File: src/rtl/traffic_pkg.sv
// Shared encodings for the traffic controller family: per-road light codes and
// the controller phase enum, plus the phase-to-light mapping used by decoders.
package traffic_pkg;

    typedef enum logic [1:0] {
        LIGHT_RED    = 2'd0,
        LIGHT_YELLOW = 2'd1,
        LIGHT_GREEN  = 2'd2
    } light_t;

    typedef enum logic [1:0] {
        PH_GREEN  = 2'd0,
        PH_YELLOW = 2'd1,
        PH_ALLRED = 2'd2
    } phase_t;

    // Colour shown by the road holding the phase; the spare encoding falls to RED.
    function automatic light_t phase_light(input phase_t ph);
        light_t l;
        case (ph)
            PH_GREEN:  l = LIGHT_GREEN;
            PH_YELLOW: l = LIGHT_YELLOW;
            default:   l = LIGHT_RED;
        endcase
        return l;
    endfunction

endpackage

File: src/rtl/rr_next_select.sv
// Round-robin picker: first requesting road after cur (wrapping), never cur itself.
// Returns cur when nobody else is requesting.
module rr_next_select
    import traffic_pkg::*;
#(
    parameter int N_ROADS = 4
) (
    input  logic [N_ROADS-1:0]         req,
    input  logic [$clog2(N_ROADS)-1:0] cur,
    output logic [$clog2(N_ROADS)-1:0] nxt_road
);

    localparam int RW = $clog2(N_ROADS);

    logic [RW-1:0] idx_s;
    logic          found_s;

    // Walk offsets 1..N-1 from cur; the nearest requester wins.
    always_comb begin
        nxt_road = cur;
        found_s  = 1'b0;
        idx_s    = cur;
        for (int i = 1; i < N_ROADS; i++) begin
            idx_s = RW'((int'(cur) + i) % N_ROADS);
            if (!found_s && req[idx_s]) begin
                nxt_road = idx_s;
                found_s  = 1'b1;
            end else begin
                found_s  = found_s;
            end
        end
    end

endmodule

File: src/rtl/traffic_phase_arbiter.sv
// Intersection controller sharing one green phase among N_ROADS approaches,
// with min/max green, yellow, all-red clearance and emergency preemption.
module traffic_phase_arbiter
    import traffic_pkg::*;
#(
    parameter int N_ROADS   = 4,
    parameter int GREEN_MIN = 4,
    parameter int GREEN_MAX = 12,
    parameter int YELLOW_T  = 3,
    parameter int ALLRED_T  = 2,
    parameter int CNT_W     = 4
) (
    input  logic                         clk,
    input  logic                         clear,
    input  logic [N_ROADS-1:0]           req,
    input  logic                         emer_valid,
    input  logic [$clog2(N_ROADS)-1:0]   emer_road,
    output logic [2*N_ROADS-1:0]         lights,
    output logic [$clog2(N_ROADS)-1:0]   cur_road,
    output logic [1:0]                   phase
);

    localparam int RW = $clog2(N_ROADS);

    localparam logic [CNT_W-1:0]     TIMER_ZERO = {CNT_W{1'b0}};
    localparam logic [CNT_W-1:0]     TIMER_ONE  = CNT_W'(1);
    localparam logic [CNT_W-1:0]     GMIN_LAST  = CNT_W'(GREEN_MIN - 1);
    localparam logic [CNT_W-1:0]     GMAX_LAST  = CNT_W'(GREEN_MAX - 1);
    localparam logic [CNT_W-1:0]     YEL_LAST   = CNT_W'(YELLOW_T - 1);
    localparam logic [CNT_W-1:0]     ARED_LAST  = CNT_W'(ALLRED_T - 1);
    localparam logic [RW-1:0]        ROAD_ZERO  = {RW{1'b0}};
    localparam logic [2*N_ROADS-1:0] LIGHTS_RST = {{(2*N_ROADS-2){1'b0}}, 2'd2};

    phase_t               phase_r, phase_s;
    logic [RW-1:0]        cur_r, cur_s;
    logic [RW-1:0]        nxt_r, nxt_s;
    logic [RW-1:0]        pick_s;
    logic [CNT_W-1:0]     timer_r, timer_s, timer_inc_s;
    logic [2*N_ROADS-1:0] lights_r, lights_s;
    logic [N_ROADS-1:0]   cur_mask_s, other_s;
    logic                 emer_s, emer_other_s, gap_out_s, max_out_s;

    rr_next_select #(.N_ROADS(N_ROADS)) u_rr (
        .req      (req),
        .cur      (cur_r),
        .nxt_road (pick_s)
    );

    // Demand seen from the green road: competing requests, exit conditions, legal preemption.
    always_comb begin
        cur_mask_s   = {{(N_ROADS-1){1'b0}}, 1'b1} << cur_r;
        other_s      = req & ~cur_mask_s;
        emer_s       = emer_valid && (int'(emer_road) < N_ROADS);
        emer_other_s = emer_s && (emer_road != cur_r);
        gap_out_s    = (timer_r >= GMIN_LAST) && !req[cur_r] && (other_s != {N_ROADS{1'b0}});
        max_out_s    = (timer_r == GMAX_LAST) && (other_s != {N_ROADS{1'b0}});
        timer_inc_s  = (timer_r == GMAX_LAST) ? timer_r : timer_r + TIMER_ONE;
    end

    // Phase sequencing; emergency overrides every green timing rule.
    always_comb begin
        phase_s = phase_r;
        cur_s   = cur_r;
        nxt_s   = nxt_r;
        timer_s = timer_r;
        case (phase_r)
            PH_GREEN: begin
                if (emer_other_s) begin
                    phase_s = PH_YELLOW;
                    nxt_s   = emer_road;
                    timer_s = TIMER_ZERO;
                end else if (emer_s) begin
                    timer_s = timer_inc_s;
                end else if (gap_out_s || max_out_s) begin
                    phase_s = PH_YELLOW;
                    nxt_s   = pick_s;
                    timer_s = TIMER_ZERO;
                end else begin
                    timer_s = timer_inc_s;
                end
            end
            PH_YELLOW: begin
                if (emer_s) begin
                    nxt_s = emer_road;
                end else begin
                    nxt_s = nxt_r;
                end
                if (timer_r == YEL_LAST) begin
                    phase_s = PH_ALLRED;
                    timer_s = TIMER_ZERO;
                end else begin
                    timer_s = timer_r + TIMER_ONE;
                end
            end
            PH_ALLRED: begin
                if (emer_s) begin
                    nxt_s = emer_road;
                end else begin
                    nxt_s = nxt_r;
                end
                // A preemption arriving in the last all-red cycle still steers the new green.
                if (timer_r == ARED_LAST) begin
                    phase_s = PH_GREEN;
                    cur_s   = nxt_s;
                    timer_s = TIMER_ZERO;
                end else begin
                    timer_s = timer_r + TIMER_ONE;
                end
            end
            default: begin
                phase_s = PH_GREEN;
                cur_s   = ROAD_ZERO;
                nxt_s   = ROAD_ZERO;
                timer_s = TIMER_ZERO;
            end
        endcase
    end

    // Light decode of the next state so the registered lights track the phase exactly.
    always_comb begin
        lights_s = {(2*N_ROADS){1'b0}};
        for (int k = 0; k < N_ROADS; k++) begin
            if (RW'(k) == cur_s) begin
                lights_s[2*k +: 2] = phase_light(phase_s);
            end else begin
                lights_s[2*k +: 2] = LIGHT_RED;
            end
        end
    end

    // State and output registers; clear forces road 0 green from any phase.
    always_ff @(posedge clk) begin
        if (clear) begin
            phase_r  <= PH_GREEN;
            cur_r    <= ROAD_ZERO;
            nxt_r    <= ROAD_ZERO;
            timer_r  <= TIMER_ZERO;
            lights_r <= LIGHTS_RST;
        end else begin
            phase_r  <= phase_s;
            cur_r    <= cur_s;
            nxt_r    <= nxt_s;
            timer_r  <= timer_s;
            lights_r <= lights_s;
        end
    end

    assign lights   = lights_r;
    assign cur_road = cur_r;
    assign phase    = phase_r;

endmodule

File: config.mk
export PLATFORM = sky130hd
export DESIGN_NAME = traffic_phase_arbiter
export DESIGN_NICKNAME = d
export VERILOG_FILES = /design/src/rtl/traffic_pkg.sv /design/src/rtl/rr_next_select.sv /design/src/rtl/traffic_phase_arbiter.sv
export SDC_FILE = /design/constraint.sdc
export NUM_CORES = 1
export LEC_CHECK = 0
export BUFFER_PORTS_ARGS = -buffer_cell sky130_fd_sc_hd__buf_4
export CAP_MARGIN = 10
export CORE_UTILIZATION = 55
export DETAILED_ROUTE_END_ITERATION = 12
export PLACE_DENSITY = 0.79
export SLEW_MARGIN = 25
export SYNTH_ARGS = -nofsm -noshare
export SYNTH_HDL_FRONTEND = slang
export SYNTH_HIERARCHICAL = 1
export SYNTH_SLANG_ARGS = --single-unit
File: constraint.sdc
create_clock -name clk -period 2.4 [get_ports clk]
set_clock_uncertainty 0.1 [all_clocks]
set_input_delay 0.12 -clock clk [delete_from_list [all_inputs] [get_ports clk]]
set_output_delay 0.12 -clock clk [all_outputs]
set_load 0.02 [all_outputs]
== Word-level counts from Yosys, hierarchy flattened ==
Cells that the tools add are included.

* Input bits: 9
* Output and inout port bits: 12
* Bits in registers: 18
* Logic and storage cells: 93

* Reduce and logical (&&, ||, !) cells: 21
* Bitwise operators: 6
* Equal/unequal tests: 12
* Muxes and demuxes: 35
* $lt $le $gt $ge: 5
* $add $sub $neg: 4
* Shift-type cells: 1

{| class="wikitable"
|+ Operator list
! cell !! number
|-
| 2-to-1 mux 2 bit || 14
|-
| 2-to-1 mux 4 bit || 6
|-
| < comparator 2 x 3 -> 1 bit (second input constant) || 4
|-
| one-hot mux 2 bit (2 select lines) || 3
|-
| one-hot mux 4 bit (3 select lines) || 1
|-
| OR reduction 2 bit || 6
|-
| binary-select mux 1 bit (select 2 bit) || 4
|-
| logical AND 1 bit || 6
|-
| logical NOT 2 bit || 3
|-
| 2-to-1 mux 1 bit || 6
|-
| inequality test 3 bit (second input constant) || 2
|-
| one-hot mux 2 bit (3 select lines) || 1
|-
| adder 2 bit (second input constant) || 2
|-
| adder 4 x 1 -> 4 bit (second input constant) || 1
|-
| bitwise AND 4 bit || 1
|-
| == test 2 x 1 -> 1 bit (second input constant) || 2
|-
| == test 2 bit (first input constant) || 2
|-
| == test 4 x 1 -> 1 bit (second input constant) || 1
|-
| == test 4 x 2 -> 1 bit (second input constant) || 1
|-
| == test 4 bit (second input constant) || 1
|-
| greater-or-equal comparator 4 x 2 -> 1 bit (second input constant) || 1
|-
| inverter 1 bit || 4
|-
| inverter 4 bit || 1
|-
| nonzero test 4 bit || 1
|-
| 8 further kinds || 10
|}

== Depth between registers and ports, before layout ==
Gate-level depths: netlist (run 1).

* Word-level depth: 14
* Gate-level depth with buffers: 8
* Gate-level depth less buffers: 7

== Modules after synthesis ==
Netlist (run 1), hierarchy kept.

{| class="wikitable"
|+ By module, submodules not included
! module !! instances !! cells each !! area each (sq um) !! sequential area each (sq um)
|-
| traffic_phase_arbiter || 1 || 125 || 1136.1 || 360.3
|-
| rr_next_select || 1 || 10 || 75.1 || 0.0
|}

== Least setup slack after synthesis (run 1) ==
No wires, ideal clock.

* Path type: reg-to-reg
* From: register cur_r[0] (netlist: cur_road[0])
* To: register lights_r[4] (netlist: lights[4])
* Path buffers: 2
* Path slack: 0.041 ns
* Required time: 2.208 ns
* Clock period less this slack: 2.359 ns
* Library setup time: 0.092 ns
* Arrival time: 2.167 ns
* Cell stages (with the launch flop): 8
* Path through: dfxtp_1 -> buf_6 -> mux4_2 -> o21bai_2 -> nand4_4 -> o311a_1 -> buf_6 -> nor4_1

* Longest elaborated chain between the ends: 12
* Elaborated cells on any way between the ends: 25
* Those cells by class: 3 x eq/ne; 1 x shift; 9 x mux; 3 x bitwise; 9 x reduce/logical

{| class="wikitable"
|+ Ends and longest elaborated chain
! element !! line !! text
|-
| start: declaration || traffic_phase_arbiter.sv:35 || <nowiki>logic [RW-1:0] cur_r, cur_s;</nowiki>
|-
| start signal: assignment || traffic_phase_arbiter.sv:141 || <nowiki>cur_r <= cur_s;</nowiki>
|-
| binary-select mux 1 bit (select 2 bit) / left shift 1 x 2 -> 4 bit (equally long branches) || traffic_phase_arbiter.sv:55, traffic_phase_arbiter.sv:51 ||
|-
| 2-to-1 mux 1 bit (not written as such) / inverter 4 bit (equally long branches) || traffic_phase_arbiter.sv:55, traffic_phase_arbiter.sv:52 ||
|-
| logical NOT 1 bit / bitwise AND 4 bit (equally long branches) || traffic_phase_arbiter.sv:55, traffic_phase_arbiter.sv:52 ||
|-
| logical AND 1 bit / nonzero test 4 bit (equally long branches) || traffic_phase_arbiter.sv:55, traffic_phase_arbiter.sv:56 ||
|-
| logical AND 1 bit (on tied branches) || traffic_phase_arbiter.sv:55, traffic_phase_arbiter.sv:56 ||
|-
| logical OR 1 bit || traffic_phase_arbiter.sv:74 || <nowiki>end else if (gap_out_s || max_out_s) begin</nowiki>
|-
| 2-to-1 mux 2 bit || traffic_phase_arbiter.sv:74 ||
|-
| 2-to-1 mux 2 bit || traffic_phase_arbiter.sv:72 || <nowiki>end else if (emer_s) begin</nowiki>
|-
| 2-to-1 mux 2 bit || traffic_phase_arbiter.sv:68 || <nowiki>if (emer_other_s) begin</nowiki>
|-
| one-hot mux 2 bit (3 select lines) || traffic_phase_arbiter.sv:66 || <nowiki>case (phase_r)</nowiki>
|-
| == test 2 x 1 -> 1 bit / logical NOT 2 bit (equally long branches) || traffic_pkg.sv:20 || <nowiki>case (ph)</nowiki>
|-
| one-hot mux 2 bit (2 select lines) || traffic_pkg.sv:20 ||
|-
| end signal: assignment || traffic_phase_arbiter.sv:144 || <nowiki>lights_r <= lights_s;</nowiki>
|-
| end: declaration || traffic_phase_arbiter.sv:39 || <nowiki>logic [2*N_ROADS-1:0] lights_r, lights_s;</nowiki>
|}

Parallel ways exist; a longest one is shown, timed or not. The select of a mux whose other input is x is not followed.
A chain may end at the register's enable or synchronous reset.

== Final worst setup path (run 1) ==
* From: register timer_r[1]
* To: register lights_r[4] (netlist: lights[4])

* Longest elaborated chain between the ends: 10
* Elaborated cells on any way between the ends: 22
* Those cells by class: 1 x order compare; 5 x eq/ne; 9 x mux; 1 x bitwise; 6 x reduce/logical

{| class="wikitable"
|+ Ends and longest elaborated chain
! element !! line !! text
|-
| start: declaration || traffic_phase_arbiter.sv:38 || <nowiki>logic [CNT_W-1:0] timer_r, timer_s, timer_inc_s;</nowiki>
|-
| start signal: assignment || traffic_phase_arbiter.sv:143 || <nowiki>timer_r <= timer_s;</nowiki>
|-
| greater-or-equal comparator 4 x 2 -> 1 bit || traffic_phase_arbiter.sv:55 || <nowiki>gap_out_s = (timer_r >= GMIN_LAST) && !req[cur_r] && (other_s != {N_ROADS{1'b0}});</nowiki>
|-
| logical AND 1 bit (2 in a row) || traffic_phase_arbiter.sv:55 ||
|-
| logical OR 1 bit || traffic_phase_arbiter.sv:74 ||
|-
| 2-to-1 mux 2 bit || traffic_phase_arbiter.sv:74 ||
|-
| 2-to-1 mux 2 bit || traffic_phase_arbiter.sv:72 ||
|-
| 2-to-1 mux 2 bit || traffic_phase_arbiter.sv:68 ||
|-
| one-hot mux 2 bit (3 select lines) || traffic_phase_arbiter.sv:66 ||
|-
| == test 2 x 1 -> 1 bit / logical NOT 2 bit (equally long branches) || traffic_pkg.sv:20 ||
|-
| one-hot mux 2 bit (2 select lines) || traffic_pkg.sv:20 ||
|}

Parallel ways exist; a longest one is shown, timed or not.

==> results.sh, run 1 <==
export IMPL_floorplan_rows=16
export IMPL_synth_main_ff_cell="dfxtp_1"
export IMPL_cp_arrival_ps=2400
export IMPL_synth_avg_cell_area_um2=8.97
export IMPL_report_final_hold_viol_count=0
export IMPL_max_vdd_drop_mv=0.329
export IMPL_endpoint_kind="register"
export IMPL_worst_skew_pair_late_latency_ps=280
export IMPL_ys_async_sr_fraction=0
export IMPL_period_needed_ps=2300
export IMPL_tightest_slew_ps=575
export IMPL_ios=21
export IMPL_run_status="finished, final reports clean"
export IMPL_place_congestion=0.970
export IMPL_sequential_element_share_of_the_synthesized_area=0.298
export IMPL_clkTransAtPathRegs_ps=100
export IMPL_antenna_violations_before_repair=0
export IMPL_grt_total_usage=0.249
export IMPL_max_clock_path_buffers=2
export IMPL_cap_viol_max_count=0
export IMPL_final_period_utilization=0.960
export IMPL_post_placement_cell_area_mm2=0.00138
export IMPL_postSynthNetCount=152
export IMPL_grt_pass1_wl_mm=4.71
export IMPL_reg2reg_depth=7
export IMPL_drt_pre_antenna_iters=4
export IMPL_fp_dieW_um=48.9
export IMPL_finish_net_count=175
export IMPL_coreArea_mm2=0.00202
export IMPL_worst_slew_margin_rel=0.614
export IMPL_p_leak_nw=0.591
export IMPL_routed_via_density=6.16
export IMPL_clock_sinks=18
export IMPL_diodes=0
export IMPL_p_total_mw=0.672
export IMPL_die_height_um=48.9
export IMPL_critical_path_max_fanout=9
export IMPL_ff2ff_setup_slack_ps=100
export IMPL_synth_cells=135
export IMPL_timing_final_max_slew_violations=0
export IMPL_synthDistinctLibCells=48
export IMPL_tritoncts="yes"
export IMPL_post_dp_hpwl_mm=2.19
export IMPL_detail_route_iter0_violations=36
export IMPL_placedCellCount=179
export IMPL_worstHoldPathType="input port to register"
export IMPL_criticalPathCategory="register to register"
export IMPL_pwr_density_cell_mw_per_mm2=468
export IMPL_via_count_of_the_first_global_routing_pass=1074
export IMPL_postRouteWirelength_mm=2.89
export IMPL_postRouteAntennaNets=0
export IMPL_hold_path_cell_count=4
export IMPL_grt_max_degree=13
export IMPL_final_design_area_no_fill_mm2=0.00143
export IMPL_worstPathRequired_ps=2490
export IMPL_synth_warning_count=6
export IMPL_initial_core_util=0.599
export IMPL_max_freq_ghz=0.434
export IMPL_combined_area_of_the_multi_input_logic_cells_um2=797
export IMPL_drive_above_1_share=0.255
export IMPL_clock_tree_htree_level_count=1
export IMPL_timing_critical_path_from_type="register"
export IMPL_grt_overflow=0
export IMPL_setup_violations_final=0
export IMPL_setup_slack_ps=96.4
export IMPL_drt_wirelength_per_cell_um=15.7
export IMPL_io_buffers=20
export IMPL_filler_cell_count=182
export IMPL_synth_ff_latch_count=18
export IMPL_synth_edf_count=0
export IMPL_pre_cts_slack_ps=93.4
export IMPL_clock_root_buffer="clkbuf_4"
export IMPL_final_cells=184
export IMPL_area_growth_pct=18.4
export IMPL_whs_ps=241
export IMPL_sequential_cell_area_um2=362
export IMPL_syn_area_mm2=0.00121
export IMPL_drc=0
export IMPL_vias=1133
export IMPL_die_area_mm2=0.00239
export IMPL_numCtsBuffers=3
per-stage QoR:
step | util | setup TNS, ps
2_1_floorplan | - | 0
3_3_place_gp | 0.680 | 0
3_5_place_dp | 0.680 | 0
4_1_cts | 0.703 | 0
5_1_grt | 0.709 | -51.9
6_report | 0.709 | 0
power breakdown:
part | switching, mW | leakage [nW] | total (mW) | internal [mW]
clock | 0.0911 | 0.0210 | 0.183 | 0.0921
sequential | 0.0144 | 0.147 | 0.327 | 0.313
combinational | 0.0906 | 0.423 | 0.161 | 0.0705
cells in the mapped netlist (all sizes together) (2+ instances only):
cell | count | area, um^2
nand2b | 2 | 12.5
a21oi | 6 | 30.0
a2bb2oi | 2 | 17.5
o21ai | 2 | 10.0
nor2 | 10 | 37.5
nor2b | 2 | 12.5
o31ai | 4 | 30.0
mux2i | 5 | 50.1
a31oi | 3 | 18.8
nor4 | 4 | 25.0
xnor2 | 2 | 17.5
buf | 3 | 26.3
inv | 8 | 30.0
clkbuf | 2 | 8.75
nand4 | 3 | 33.8
nor3 | 10 | 50.1
dfxtp | 18 | 360
xor2 | 2 | 17.5
and2 | 6 | 40.0
or3b | 2 | 17.5
ha | 8 | 100
mux2 | 2 | 22.5
a211o | 4 | 36.3
nand3 | 4 | 20.0
nor3b | 2 | 15.0
a211oi | 2 | 15.0
path summary, 6_finish.rpt:
check | to | startpoint
hold reg to reg | nxt_r[1] | nxt_r[1]
setup reg to reg | lights[4] | timer_r[1]
hold / removal | nxt_r[1] | emer_road[1]
setup / recovery | lights[4] | timer_r[1]
critical path, cell delays in order (launching register included):
cell and delay (ps):
dfxtp_1 360, inv_1 90, ha_1 180, or3b_2 490, and2_1 240, a211o_1 310, o311a_4 170, nor4_1 270
routing by layer:
| metal | wire (um) | share of wire | global-route usage |
|---|---|---|---|
| met5 | 0 | 0 | 0 |
| met4 | 16 | 0.0055 | 0.0539 |
| met3 | 154 | 0.053 | 0.0312 |
| met2 | 1440 | 0.50 | 0.442 |
| met1 | 1290 | 0.44 | 0.320 |
state kept, by name, indices dropped and copies added, names as in the netlist:
signal    cells
nxt_r         2
phase         2
lights        8
timer_r       4
cur_road      2
final cells by class:
cell class	instances	share of cell area
multi-input cells	104	0.556
flip-flops and latches	18	0.252
repair buffers	23	0.122
clock buffers	4	0.0253
well taps	27	0.0236
inverters	8	0.0209
timing repair:
action / CTS / global route
endpoints found under the hold margin: 2 / 0
setup buffers: 0 / 0
hold buffers: 1 / 0
setup endpoints to repair: 0 / 4
gates resized for setup: 0 / 2
layout by cell type, fill, tap and decap left out, types with 5 or more instances in the layout:
cell     count
ha_1         8
a21oi_1      6
nor3_1      10
nor2_1      10
buf_4       22
mux2i_1      5
inv_1        8
dfxtp_1     17
cell families after synthesis:
family	count (synthesis)	synth area share
mux	8	0.0785
compound gates	34	0.211
buf+inv	13	0.0537
simple gates	50	0.248
xor+xnor	4	0.0289
fa+ha+maj	8	0.0826
flops	18	0.298
(Power assumes the default switching activity.)
==> run 2, diff against run 1 <==
CORE_UTILIZATION = 45   (was 55)
PLACE_DENSITY = 0.66   (was 0.79)
==> run 2 against run 1 <==
Net effect:
- first-iteration DRC count fell by 25%
- setup slack better by 28 ps
- cell count up 1.6%
- die area grew 21%
==> results.sh, run 2 (same netlist as run 1, synthesis figures left out) <==
export IMPL_drive_above_1_share=0.274
export IMPL_initial_core_util=0.484
export IMPL_crit_chain="inv_1, ha_1, or3b_2, and2_1, a211o_1, o311a_4, nor4_1"
export IMPL_setup_violations_final=0
export IMPL_drc=0
export IMPL_coreArea_mm2=0.00250
export IMPL_drt_pre_antenna_iters=4
export IMPL_critPathBufInv=1
export IMPL_routed_via_density=5.89
export IMPL_timing_critical_path_slowest_cell_delay_ps=480
export IMPL_crit_family="simple AND/OR/NAND/NOR gates"
export IMPL_hold_path_startpoint="emer_road[1]"
export IMPL_cp_arrival_ps=2380
export IMPL_place_congestion=0.880
export IMPL_reg2reg_depth=7
export IMPL_grt_max_degree=13
export IMPL_rr_endpoint="lights[6]"
export IMPL_diodes=0
export IMPL_finalSetupTns_ps=0
export IMPL_endpoint_kind="register"
export IMPL_worstReg2RegStart="timer_r[1]"
export IMPL_whs_ps=246
export IMPL_cap_viol_max_count=0
export IMPL_grt_total_usage=0.216
export IMPL_pwr_density_cell_mw_per_mm2=466
export IMPL_crit_start="timer_r[1]"
export IMPL_report_final_hold_viol_count=0
export IMPL_final_cells=187
export IMPL_grt_setup_unrepaired="false"
export IMPL_most_frequent_cells_in_the_layout="22 x buf_4, 17 x dfxtp_1, 10 x nor2_1, 10 x nor3_1"
export IMPL_numCtsBuffers=3
export IMPL_finish_net_count=175
export IMPL_fp_dieW_um=53.9
export IMPL_antenna_violations_before_repair=0
export IMPL_hold_path_end="nxt_r[1]"
export IMPL_criticalPathCategory="register to register"
export IMPL_die_area_mm2=0.00290
export IMPL_via_count_of_the_first_global_routing_pass=1022
export IMPL_clock_root_buffer="clkbuf_4"
export IMPL_filler_cell_count=220
export IMPL_critical_path_max_fanout=9
export IMPL_timing_final_max_slew_violations=0
export IMPL_pre_cts_slack_ps=68.1
export IMPL_floorplan_rows=18
export IMPL_fin_util=0.582
export IMPL_tightest_slew_ps=419
export IMPL_detail_route_iter0_violations=27
export IMPL_p_total_mw=0.678
export IMPL_final_period_utilization=0.948
export IMPL_clkTransAtPathRegs_ps=100
export IMPL_setup_slack_ps=125
export IMPL_flip_flop_count_of_the_largest_register_after_layout=8
export IMPL_critical_path_cell_count=7
export IMPL_worstPathRequired_ps=2500
export IMPL_worstHoldPathType="input port to register"
export IMPL_post_cts_repair_setup_buffers=0
export IMPL_placedCellCount=182
export IMPL_area_growth_pct=20.1
export IMPL_clock_sinks=18
export IMPL_timing_critical_path_from_type="register"
export IMPL_max_freq_ghz=0.439
export IMPL_worst_skew_pair_late_latency_ps=290
export IMPL_vias=1102
export IMPL_grt_overflow=0
export IMPL_hold_path_cell_count=4
export IMPL_post_placement_cell_area_mm2=0.00138
export IMPL_io_buffers=20
export IMPL_postRouteWirelength_mm=2.82
export IMPL_final_design_area_no_fill_mm2=0.00146
export IMPL_tritoncts="yes"
export IMPL_die_height_um=53.9
export IMPL_ff2ff_setup_slack_ps=120
export IMPL_max_clock_path_buffers=2
export IMPL_max_vdd_drop_mv=0.257
export IMPL_slowest_stage="or3b_2"
export IMPL_postRouteAntennaNets=0
export IMPL_drt_wirelength_per_cell_um=15.1
export IMPL_clock_tree_htree_level_count=1
export IMPL_post_dp_hpwl_mm=2.08
export IMPL_grt_pass1_wl_mm=4.44
export IMPL_worst_slew_margin_rel=0.713
export IMPL_period_needed_ps=2280
export IMPL_ios=21
export IMPL_p_leak_nw=0.593
export IMPL_layout_commonest_cell="buf_4"
export IMPL_run_status="finished, final reports clean"
## run 2: layer usage
metal  up-vias  share of wire  track usage
met5         -              0            0
met4         0          0.012        0.105
met3         4          0.039       0.0367
met1       522           0.49        0.279
met2        23           0.46        0.346
li1        553              -            -
## run 2: power breakdown
part | leakage (nW) | internal [mW] | total [mW] | switching [mW]
logic | 0.425 | 0.0717 | 0.161 | 0.0894
clock network | 0.0210 | 0.0925 | 0.189 | 0.0968
registers | 0.147 | 0.313 | 0.328 | 0.0147
## run 2: cell type report
type	count	area, um^2	share of cell area
Multi-Input combinational cell	104	815	0.560
Sequential cell	18	362	0.248
Timing Repair Buffer	23	175	0.120
Tap cell	30	37.5	0.0258
Clock buffer	4	36.3	0.0249
Inverter	8	30.0	0.0206
## run 2: timing repair
action / CTS / global route
gates resized for setup: 0 / 6
endpoints found under the hold margin: 2 / 0
hold buffers: 1 / 0
endpoints found under the setup margin: 0 / 7
## run 2: how the worst max path moves through the flow
| stage | endpoint | slack, ps |
|---|---|---|
| 2_1_floorplan | lights[4] | 40 |
| 3_3_place_gp | lights[6] | 200 |
| 3_5_place_dp | lights[6] | 70 |
| 4_1_cts | lights[6] | 40 |
| 5_1_grt | lights[6] | 20 |
| 6_report | lights[6] | 120 |
## run 2: worst reg2reg max path, stage by stage, from the launching register on
cell and delay [ps]:
dfxtp_1 360, inv_1 90, ha_1 180, or3b_2 480, and2_1 230, a211o_1 290, o311a_4 170, nor4_1 280
==> run 3, diff against run 2 <==
PLACE_DENSITY = 0.68   (was 0.66)
SKIP_CTS_REPAIR_TIMING = 1   (was default)
SYNTH_HIERARCHICAL = default   (was 1)
==> run 3 against run 2 <==
Net effect:
- critical path type unchanged
- global-route usage decreased by 0.74 points
- count of clock-buffer cells in the layout unchanged
- clock power increased by 3%
- cell count increased by 6.4%
- sequential power about the same
- critical path depth decreased by 1
- synthesized cell count increased by 7.4%
- area after synthesis increased by 11%
- sequential share of layout area decreased by 2.0 points
==> results.sh, run 3 <==
export IMPL_synthDominantCellAreaShare=0.267
export IMPL_report_final_hold_viol_count=0
export IMPL_run_status="finished, final reports clean"
export IMPL_antenna_violations_before_repair=0
export IMPL_setup_slack_ps=177
export IMPL_via_count_of_the_first_global_routing_pass=1151
export IMPL_grt_setup_unrepaired="false"
export IMPL_worstHoldPathType="input port to register"
export IMPL_worst_slew_margin_rel=0.696
export IMPL_synth_area_leader="dfxtp_1"
export IMPL_layout_commonest_cell="buf_4"
export IMPL_max_freq_ghz=0.450
export IMPL_clock_sinks=18
export IMPL_clkTransAtPathRegs_ps=110
export IMPL_grt_total_usage=0.209
export IMPL_yosys_top_cells_count="18 x dfxtp_1, 12 x ha_1, 11 x inv_1, 9 x nor2_1, 9 x nor3_1"
export IMPL_synth_cells=145
export IMPL_synth_avg_cell_area_um2=9.31
export IMPL_clock_root_buffer="clkbuf_4"
export IMPL_synthMostInstantiatedCell="dfxtp_1"
export IMPL_worst_skew_pair_late_latency_ps=300
export IMPL_vias=1230
export IMPL_critical_path_max_fanout=11
export IMPL_combined_area_of_the_multi_input_logic_cells_um2=903
export IMPL_cp_arrival_ps=2320
export IMPL_syn_area_mm2=0.00135
export IMPL_finalSetupTns_ps=0
export IMPL_ys_async_sr_fraction=0
export IMPL_synthDistinctLibCells=51
export IMPL_die_area_mm2=0.00322
export IMPL_place_congestion=0.830
export IMPL_post_synth_main_area_contributors="dfxtp_1 27%, ha_1 11%, nor3_1 3.3%"
export IMPL_grt_pass1_wl_mm=5.22
export IMPL_endpoint_kind="register"
export IMPL_crit_family="compound AO/OA/AOI/OAI gates"
export IMPL_timing_critical_path_slowest_cell_delay_ps=450
export IMPL_slowest_stage="dfxtp_1"
export IMPL_clock_tree_htree_level_count=1
export IMPL_filler_cell_count=258
export IMPL_whs_ps=188
export IMPL_grt_overflow=0
export IMPL_postSynthNetCount=166
export IMPL_finish_net_count=190
export IMPL_grt_max_degree=12
export IMPL_max_vdd_drop_mv=0.352
export IMPL_setup_violations_final=0
export IMPL_tightest_slew_ps=455
export IMPL_coreArea_mm2=0.00281
export IMPL_critPathBufInv=1
export IMPL_synth_warning_count=0
export IMPL_tritoncts="yes"
export IMPL_numCtsBuffers=3
export IMPL_worstPathRequired_ps=2500
export IMPL_drt_wirelength_per_cell_um=16.1
export IMPL_sequential_cell_area_um2=360
export IMPL_ios=21
export IMPL_detail_route_iter0_violations=39
export IMPL_synth_edf_count=0
export IMPL_sequential_element_share_of_the_synthesized_area=0.267
export IMPL_period_needed_ps=2220
export IMPL_criticalPathCategory="register to register"
export IMPL_io_buffers=20
export IMPL_fp_dieW_um=56.8
export IMPL_die_height_um=56.8
export IMPL_postRouteWirelength_mm=3.19
export IMPL_placedCellCount=194
export IMPL_crit_chain="buf_4, xor2_1, o21a_2, a311oi_4, nand4b_1, a2111oi_2"
export IMPL_postRouteAntennaNets=0
export IMPL_final_design_area_no_fill_mm2=0.00158
export IMPL_cap_viol_max_count=0
export IMPL_floorplan_rows=19
export IMPL_diodes=0
export IMPL_final_period_utilization=0.926
export IMPL_p_leak_nw=0.628
export IMPL_drive_above_1_share=0.262
export IMPL_most_frequent_cells_in_the_layout="25 x buf_4, 18 x dfxtp_1, 12 x ha_1, 11 x inv_1"
export IMPL_max_clock_path_buffers=2
export IMPL_pwr_density_cell_mw_per_mm2=457
export IMPL_timing_final_max_slew_violations=0
export IMPL_initial_core_util=0.481
export IMPL_final_cells=199
export IMPL_timing_critical_path_from_type="register"
export IMPL_synth_ff_latch_count=18
export IMPL_post_placement_cell_area_mm2=0.00153
export IMPL_flip_flop_count_of_the_largest_register_after_layout=8
export IMPL_routed_via_density=6.18
export IMPL_area_growth_pct=16.9
export IMPL_post_dp_hpwl_mm=2.41
export IMPL_pre_cts_slack_ps=166
export IMPL_synth_main_ff_cell="dfxtp_1"
export IMPL_drt_pre_antenna_iters=4
export IMPL_drc=0
-- run 3: per-layer routing --
layer,track usage,up-vias,wire [um]
li1,-,598,-
met1,0.268,597,1460
met2,0.344,27,1610
met3,0.0438,8,82
met4,0.0801,0,48
met5,0,-,0
-- run 3: worst paths after layout --
check / start / end / slack [ps] / cells after the start
setup / recovery: cur_road[0] / timer_r[0] / 180 / 6
hold / removal: emer_road[0] / nxt_r[0] / 190 / 4
setup reg to reg: cur_road[0] / timer_r[0] / 180 / 6
hold reg to reg: nxt_r[0] / nxt_r[0] / 390 / 2
-- run 3: final cells by class --
type / count / share of cell area
inverter: 11 / 0.0262
tap: 31 / 0.0246
timing repair buffer: 26 / 0.125
sequential: 18 / 0.228
multi-input combinational: 109 / 0.573
clock buffer: 4 / 0.0230
-- run 3: kinds of logic (layout without fill, tap and decap cells) --
| logic type | after synthesis | in the layout | share of synthesized area |
|---|---|---|---|
| multiplexers | 8 | 8 | 0.0843 |
| buffers and inverters | 18 | 41 | 0.0639 |
| flip-flops | 18 | 18 | 0.267 |
| AND/OR/NAND/NOR | 40 | 40 | 0.163 |
| XOR/XNOR | 3 | 3 | 0.0195 |
| adder cells (fa/ha/maj) | 12 | 12 | 0.111 |
| AO/OA/AOI/OAI | 46 | 46 | 0.291 |
-- run 3: tightest hold or removal path: cells and delay by family --
kind            cells  cell delay, ps
compound gates      3             330
buf+inv             1             100
-- run 3: through the flow --
stage	util	total power, mW
finish	0.562	0.720
global placement	0.546	0.522
global route	0.562	0.755
floorplan	-	0.462
CTS	0.559	0.725
detailed placement	0.546	0.528
-- run 3: where the power goes --
part | switching [mW] | total [mW] | leakage [nW] | internal (mW)
registers | 0.0119 | 0.326 | 0.147 | 0.314
logic | 0.112 | 0.200 | 0.461 | 0.0875
clock network | 0.102 | 0.195 | 0.0210 | 0.0925
total | 0.226 | 0.720 | 0.628 | 0.494
